==> config.mk <==
export PLATFORM = sky130hd
export DESIGN_NAME = serial_add_sub
export DESIGN_NICKNAME = d
export VERILOG_FILES = /design/src/rtl/serial_add_sub.sv
export SDC_FILE = /design/constraint.sdc
export NUM_CORES = 1
export LEC_CHECK = 0
export BUFFER_PORTS_ARGS = -buffer_cell sky130_fd_sc_hd__clkbuf_2
export CAP_MARGIN = 20
export CORE_MARGIN = 2
export CORE_UTILIZATION = 23
export DETAILED_ROUTE_END_ITERATION = 10
export PLACE_DENSITY = 0.45
export SYNTH_ARGS = -nofsm -noshare
export SYNTH_HDL_FRONTEND = slang
export SYNTH_SLANG_ARGS = --single-unit
==> constraint.sdc <==
create_clock -name clk -period 1.7 [get_ports clk]
set_clock_uncertainty 0.05 [all_clocks]
set_input_delay 0.34 -clock clk [delete_from_list [all_inputs] [get_ports clk]]
set_output_delay 0.34 -clock clk [all_outputs]
set_load 0.005 [all_outputs]
==> src/rtl/serial_add_sub.sv <==
// Digit-serial adder/subtractor. Operands are latched on start, then DIGIT
// bits are summed per cycle LSB-first with a registered carry between
// digits. Flags and result are published only when the last digit
// completes, so partial sums are never visible on the outputs.
module serial_add_sub #(
  parameter int unsigned WIDTH = 8,
  parameter int unsigned DIGIT = 1
) (
  input  logic             clk,
  input  logic             rst_n,
  input  logic             start,
  input  logic             sub,
  input  logic [WIDTH-1:0] a,
  input  logic [WIDTH-1:0] b,
  output logic             busy,
  output logic             done,
  output logic [WIDTH-1:0] result,
  output logic             c_out,
  output logic             overflow,
  output logic             zero
);

  localparam int unsigned NDIG = WIDTH / DIGIT;
  localparam int unsigned CW   = (NDIG > 1) ? $clog2(NDIG) : 1;
  localparam logic [CW-1:0] LAST = CW'(NDIG - 1);

  if (WIDTH < 2 || WIDTH > 64 || DIGIT < 1 || DIGIT > WIDTH || (WIDTH % DIGIT) != 0) begin : g_bad_params
    $error("serial_add_sub: WIDTH must be 2..64 and a multiple of DIGIT");
  end

  typedef enum logic [1:0] {
    IDLE = 2'd0,
    RUN  = 2'd1,
    DONE = 2'd2
  } state_t;

  state_t           state_q, state_d;
  logic [WIDTH-1:0] a_q, a_d;
  logic [WIDTH-1:0] b_q, b_d;
  logic [WIDTH-1:0] acc_q, acc_d;
  logic             carry_q, carry_d;
  logic [CW-1:0]    cnt_q, cnt_d;
  logic [WIDTH-1:0] res_q, res_d;
  logic             cout_q, cout_d;
  logic             ovf_q, ovf_d;
  logic             zero_q, zero_d;

  logic [DIGIT-1:0] da, db;
  logic [DIGIT:0]   dsum;
  logic             msb_cin;
  logic [WIDTH-1:0] acc_next;

  // One digit of the ripple sum; carry into the digit MSB is recovered from
  // the sum bit so overflow works for any DIGIT, including DIGIT=1.
  always_comb begin
    da       = a_q[DIGIT-1:0];
    db       = b_q[DIGIT-1:0];
    dsum     = {1'b0, da} + {1'b0, db} + {{DIGIT{1'b0}}, carry_q};
    msb_cin  = dsum[DIGIT-1] ^ da[DIGIT-1] ^ db[DIGIT-1];
    acc_next = WIDTH'({dsum[DIGIT-1:0], acc_q} >> DIGIT);
  end

  // Next-state and datapath control for IDLE/RUN/DONE.
  always_comb begin
    state_d = state_q;
    a_d     = a_q;
    b_d     = b_q;
    acc_d   = acc_q;
    carry_d = carry_q;
    cnt_d   = cnt_q;
    res_d   = res_q;
    cout_d  = cout_q;
    ovf_d   = ovf_q;
    zero_d  = zero_q;
    case (state_q)
      IDLE: begin
        if (start) begin
          a_d     = a;
          b_d     = b ^ {WIDTH{sub}};
          carry_d = sub;
          cnt_d   = '0;
          state_d = RUN;
        end
      end
      RUN: begin
        a_d     = a_q >> DIGIT;
        b_d     = b_q >> DIGIT;
        carry_d = dsum[DIGIT];
        acc_d   = acc_next;
        cnt_d   = cnt_q + CW'(1);
        if (cnt_q == LAST) begin
          state_d = DONE;
          res_d   = acc_next;
          cout_d  = dsum[DIGIT];
          ovf_d   = msb_cin ^ dsum[DIGIT];
          zero_d  = (acc_next == '0);
        end
      end
      DONE:    state_d = IDLE;
      default: state_d = IDLE;
    endcase
  end

  // State and datapath registers with asynchronous active-low reset.
  always_ff @(posedge clk or negedge rst_n) begin
    if (!rst_n) begin
      state_q <= IDLE;
      a_q     <= '0;
      b_q     <= '0;
      acc_q   <= '0;
      carry_q <= 1'b0;
      cnt_q   <= '0;
      res_q   <= '0;
      cout_q  <= 1'b0;
      ovf_q   <= 1'b0;
      zero_q  <= 1'b1;
    end else begin
      state_q <= state_d;
      a_q     <= a_d;
      b_q     <= b_d;
      acc_q   <= acc_d;
      carry_q <= carry_d;
      cnt_q   <= cnt_d;
      res_q   <= res_d;
      cout_q  <= cout_d;
      ovf_q   <= ovf_d;
      zero_q  <= zero_d;
    end
  end

  assign busy     = (state_q == RUN);
  assign done     = (state_q == DONE);
  assign result   = res_q;
  assign c_out    = cout_q;
  assign overflow = ovf_q;
  assign zero     = zero_q;

endmodule

======== Word-level counts from Yosys, hierarchy flattened ========
Index checks and enable logic that the tools add are counted.
storage, ports and cells
  flip-flop bits (word level) ............. 41
  output and inout port bits .............. 13
  word-level logic and storage cells ...... 39
operators by class
  $add $sub $neg .......................... 3
  equality and inequality tests ........... 5
  multiplexer cells ....................... 11
  bitwise operators ....................... 4
  reductions and logical operators ........ 6
operator list
  cell                   number
  $pmux W8 S2            2
  $mux W8                2
  $logic_not A8 Y1       1
  $xor A8 B8 Y8          1
  $pmux W3 S2            1
  $reduce_and A2 Y1      3
  $mux W2                2
  $pmux W2 S2            1
  $add A3 B1 Y3 const B  1
  $eq A3 B3 Y1 const B   1
  $mux W3                1
  $xor A1 B1 Y1          3
  $add A1 B1 Y2          1
  $add A2 B1 Y2          1
  $eq A2 B1 Y1 const B   1
  $eq A2 B2 Y1 const B   1
  $logic_not A2 Y1       1
  $ne A2 B1 Y1 const B   1
  $ne A2 B2 Y1 const B   1
  $pmux W1 S2            1
  $reduce_bool A2 Y1     1
  $mux W1                1

======== Depth between registers and ports, before layout ========
  depth after elaboration ................. 5
  gate-level depth with buffers ........... 6
  depth with buffers taken out ............ 5

======== Worst setup path before layout ========
Ideal clock, no wire load.
  path kind ............................... flip-flop to flip-flop
  from .................................... reg cnt_q[0]
  to ...................................... reg cout_q (netlist: c_out)
  data arrival time ....................... 1393 ps
  data required time ...................... 1525 ps
  path slack .............................. 132 ps
  cell stages (with the launch flop) ...... 6
  path buffers ............................ 1
  cell sequence ........................... dfrtp_1 -> ha_1 -> ha_1 -> nand3b_4 -> buf_2 -> mux2_2
between the ends
  longest elaborated chain between the ends .. 2
RTL lines
  element                      RTL line  RTL
  start: declaration           42        logic [CW-1:0] cnt_q, cnt_d;
  start signal: assignment     123       cnt_q <= cnt_d;
  $eq A3 B3 Y1                 91        if (cnt_q == LAST) begin
  $reduce_and A2 Y1 (no line)  -
  end signal: assignment       125       cout_q <= cout_d;
  end: declaration             44        logic cout_q, cout_d;
Every way passes these cells.
A chain may end at the register's enable or synchronous reset.

======== Worst setup path in the final report ========
  from .................................... reg a_q[0]
  to ...................................... reg ovf_q (netlist: overflow)
between the ends
  longest elaborated chain between the ends .. 5
RTL lines
  element                      RTL line  RTL
  start: declaration           38        logic [WIDTH-1:0] a_q, a_d;
  start signal: assignment     108       a_q <= '0;
  start signal: assignment     119       a_q <= a_d;
  $add A1 B1 Y2                58        dsum = {1'b0, da} + {1'b0, db} + {{DIGIT{1'b0}}, carry_q};
  $add A2 B1 Y2                58
  via dsum[0]                  49        logic [DIGIT:0] dsum;
  $xor A1 B1 Y1 (2 in series)  59        msb_cin = dsum[DIGIT-1] ^ da[DIGIT-1] ^ db[DIGIT-1];
  $xor A1 B1 Y1                95        ovf_d = msb_cin ^ dsum[DIGIT];
  end signal: assignment       126       ovf_q <= ovf_d;
  end: declaration             45        logic ovf_q, ovf_d;
The timed path passes the listed nets, and every way through them passes these cells.

==> impl_metrics.py <==
metrics = {
    "status": {
        "status": "completed",
    },
    "place": {
        "gpl.final_weighted_congestion": 0.734,
        "portBuffers": 32,
        "dp.cells": 291,
        "dpl.hpwl_um": 2730,
    },
    "logic_synthesis": {
        "ys.flop_type": "dfrtp_1",
        "syn_avg_cell_area_um2": 11.8,
        "syn-num-nets": 180,
        "synth_cell_types": 26,
        "yosysWarnings": 0,
        "synth.top_cell.area_share_pct": 52.7,
        "synth.area.mux_share_pct": 10.5,
        "synth_top_family_by_area": "compound AO/OA/AOI/OAI gates",
        "synthArstFlopShare_pct": 100,
        "yosys-top-cells-count": "dfrtp_1 (39), o21ai_0 (17), mux2_2 (16), a22oi_1 (15), nand2_1 (14)",
        "synth-simple-area-share_pct": 8.24,
        "syn_inst": 157,
        "synth_compound_area_share_pct": 14.9,
        "synth_sequential_area_ratio_pct": 54.1,
        "yosys_register_bits": 40,
        "synthesis.area_um2": 1850,
        "synth_edf_count": 0,
        "yosys.area_share.xor_xnor_pct": 5.20,
        "synth_fa_ha_area_share_pct": 2.43,
        "yosysMostFrequentCell": "dfrtp_1",
        "yosysTopAreaCell": "dfrtp_1",
        "yosys-top-cells-area": "dfrtp_1 (53%), mux2_2 (9.7%), a22oi_1 (6.1%)",
    },
    "sta": {
        "finalCritPeriodShare_pct": 93.5,
        "slew_headroom_pct": 59.4,
        "slew_viol_final": 0,
        "rsz0062_at_grt": "no",
        "setup_viol_count_final": 0,
        "fin_crit_ns": 1.59,
        "fmax_mhz": 629,
        "hold_viol": 0,
        "tns_ns": 0,
        "worst_pin_slew_ns": 0.608,
    },
    "global_route": {
        "grt_max_degree": 19,
        "grt_pass1_vias": 1310,
        "antenna_found_initial": 0,
        "grt_pass1_wl_um": 6890,
        "overflow": 0,
        "track_usage_pct": 10.0,
    },
    "final_layout": {
        "n_fill_cell": 841,
        "multiInputGateArea_um2": 768,
        "final_cells": 301,
        "ff_latch_area_um2": 1000,
        "n_antenna_cell": 0,
        "area_delta_synth_final_pct": 22.6,
        "final_nets": 221,
        "drive_gt1_share_pct": 37.2,
    },
    "worst_setup_path": {
        "timing.rr.end": "overflow$_DFFE_PN0P_",
        "worst-setup-path-type": "reg2reg",
        "crit_path_max_fanout": 4,
        "cp-end-kind": "flip-flop",
        "rr_startpoint": "a_q[0]$_DFFE_PN0P_",
        "rrSetupSlack_ns": 0.11,
        "crit_required_ns": 1.82,
        "reg2reg_depth": 4,
        "crit_arrival_ns": 1.71,
        "crit_path_end": "overflow$_DFFE_PN0P_",
        "crit_path_start_kind": "flip-flop",
        "startpoint": "a_q[0]$_DFFE_PN0P_",
    },
    "pwr": {
        "irDropWorstVdd_uv": 452,
        "pwr_density_cell_nw_per_um2": 1640,
        "leakage_nw": 1.04,
    },
    "die": {
        "core_region_area_um2": 7770,
        "die-area_um2": 8790,
        "die_y_um": 93.8,
        "start_util_pct": 23.9,
        "rows": 32,
        "ioPinCount": 33,
        "chipWidth_um": 93.8,
    },
    "clocking": {
        "h-tree-depth": 2,
        "clkSinkCount": 40,
        "root_buffer": "clkbuf_8",
        "clock_path_buffers": 2,
        "tritoncts": "yes",
        "clkTransAtPathRegs_ns": 0.09,
        "worstSkewPairLatency_ns": 0.29,
        "cts_buffers": 5,
    },
    "routing": {
        "drt_iter0_drc": 40,
        "wire_per_inst_um": 13.1,
        "viasPerCell": 4.33,
        "dr.pass1.iters": 4,
        "wl_um": 3950,
        "ant_nets": 0,
        "via_count": 1304,
        "drcViolationCount": 0,
    },
    "hold_path": {
        "hp-class": "in2reg",
    },
    "flow_run": {
        "maxCapViolCount": 0,
    },
}
[worst max-delay path: stages, from the launching register on]
cell and delay, ns:
dfrtp_1 0.44, fa_2 0.63, xnor2_1 0.14, xnor2_1 0.13
o21ai_0 0.09
[metal layers]
| metal | vias to the layer above | GRT usage [%] | part of all wire, % |
|---|---|---|---|
| li1 | 630 | - | - |
| met3 | 2 | 3.29 | 4.3 |
| met4 | 0 | 2.90 | 0.63 |
| met1 | 642 | 14.0 | 51 |
| met2 | 30 | 14.6 | 44 |
| met5 | - | 0 | 0 |
[kinds of logic (layout without fill, tap and decap cells)]
group                      Yosys count  after routing
AOI/OAI and AO/OA                   44             44
DFF                                 40             40
xor gates and xnor gates            11             11
muxes                               17             17
and+or+nand+nor                     28             28
adders and majority gates            3              3
buffers and inverters               14             56
[layout make-up]
type	instances	area share, %
Inverter	3	0.496
Tap cell	102	5.62
Clock buffer	6	3.63
Sequential cell	40	44.2
Timing Repair Buffer	45	11.6
Clock inverter	2	0.661
Multi-Input combinational cell	103	33.8
[stage by stage]
step | hold slack [ns] | power [W] | setup WS [ns] | instance area, um2 | util (%)
after floorplan | -0.00559 | 0.00264 | 0.132 | 1850 | -
after global placement | 0.261 | 0.00304 | 0.125 | 2150 | 27.7
after detailed placement | 0.264 | 0.00306 | 0.0949 | 2150 | 27.7
after CTS | 0.255 | 0.00380 | 0.0782 | 2270 | 29.2
after global routing | 0.254 | 0.00407 | 0.00955 | 2270 | 29.3
final | 0.255 | 0.00373 | 0.110 | 2270 | 29.3
[cell usage in the layout, fill, tap and decap left out]
cell / n
xnor2_1: 3
a32o_1: 1
o21ai_0: 17
nand2_1: 14
nor2_1: 1
nor4_1: 2
xor2_1: 8
mux2_2: 16
and2b_1: 1
nor2b_1: 9
dfrtp_1: 38
fa_2: 1
dfstp_2: 1
o21ai_1: 1
buf_4: 11
o21bai_2: 1
a22oi_1: 15
a21oi_1: 7
buf_6: 1
mux2_4: 1
clkinvlp_4: 2
dlygate4sd3_1: 1
clkbuf_2: 32
inv_1: 3
ha_1: 2
dfrtp_2: 1
clkbuf_8: 6
a22o_1: 2
nand3b_4: 1
[worst min-delay path by stage]
stage	startpoint	end	slack, ns	depth (start not counted)
3_5_place_dp	rst_n	result[6]$_DFFE_PN0P_	0.26	1
5_1_grt	a[7]	a_q[7]$_DFFE_PN0P_	0.25	2
3_3_place_gp	rst_n	result[6]$_DFFE_PN0P_	0.26	1
2_1_floorplan	rst_n	a_q[0]$_DFFE_PN0P_	-0.006	0
6_report	a[7]	a_q[7]$_DFFE_PN0P_	0.25	2
4_1_cts	a[7]	a_q[7]$_DFFE_PN0P_	0.26	2
[state kept, by name (all words and copies together), names as in the netlist]
name / flops
acc_q: 7
result: 8
zero: 1
state_q: 2
carry_q: 1
overflow: 1
c_out: 1
a_q: 8
cnt_q: 3
b_q: 8
[report_power, final]
group          internal [W]  leakage, nW  switching [W]
combinational      0.000793        0.493       0.000629
clock              0.000329       0.0434       0.000347
sequential          0.00136        0.501       0.000272
total               0.00248         1.04        0.00125
[repair_timing]
| action | 4_1_cts | 5_1_grt |
|---|---|---|
| gates resized for setup | 2 | 1 |
| buffers inserted | 1 | 0 |
| gates cloned | 0 | 0 |
| setup endpoints to repair | 1 | 2 |
| hold endpoints to repair | 15 | 0 |
| hold buffers | 1 | 0 |
(Power assumes the default switching activity.)
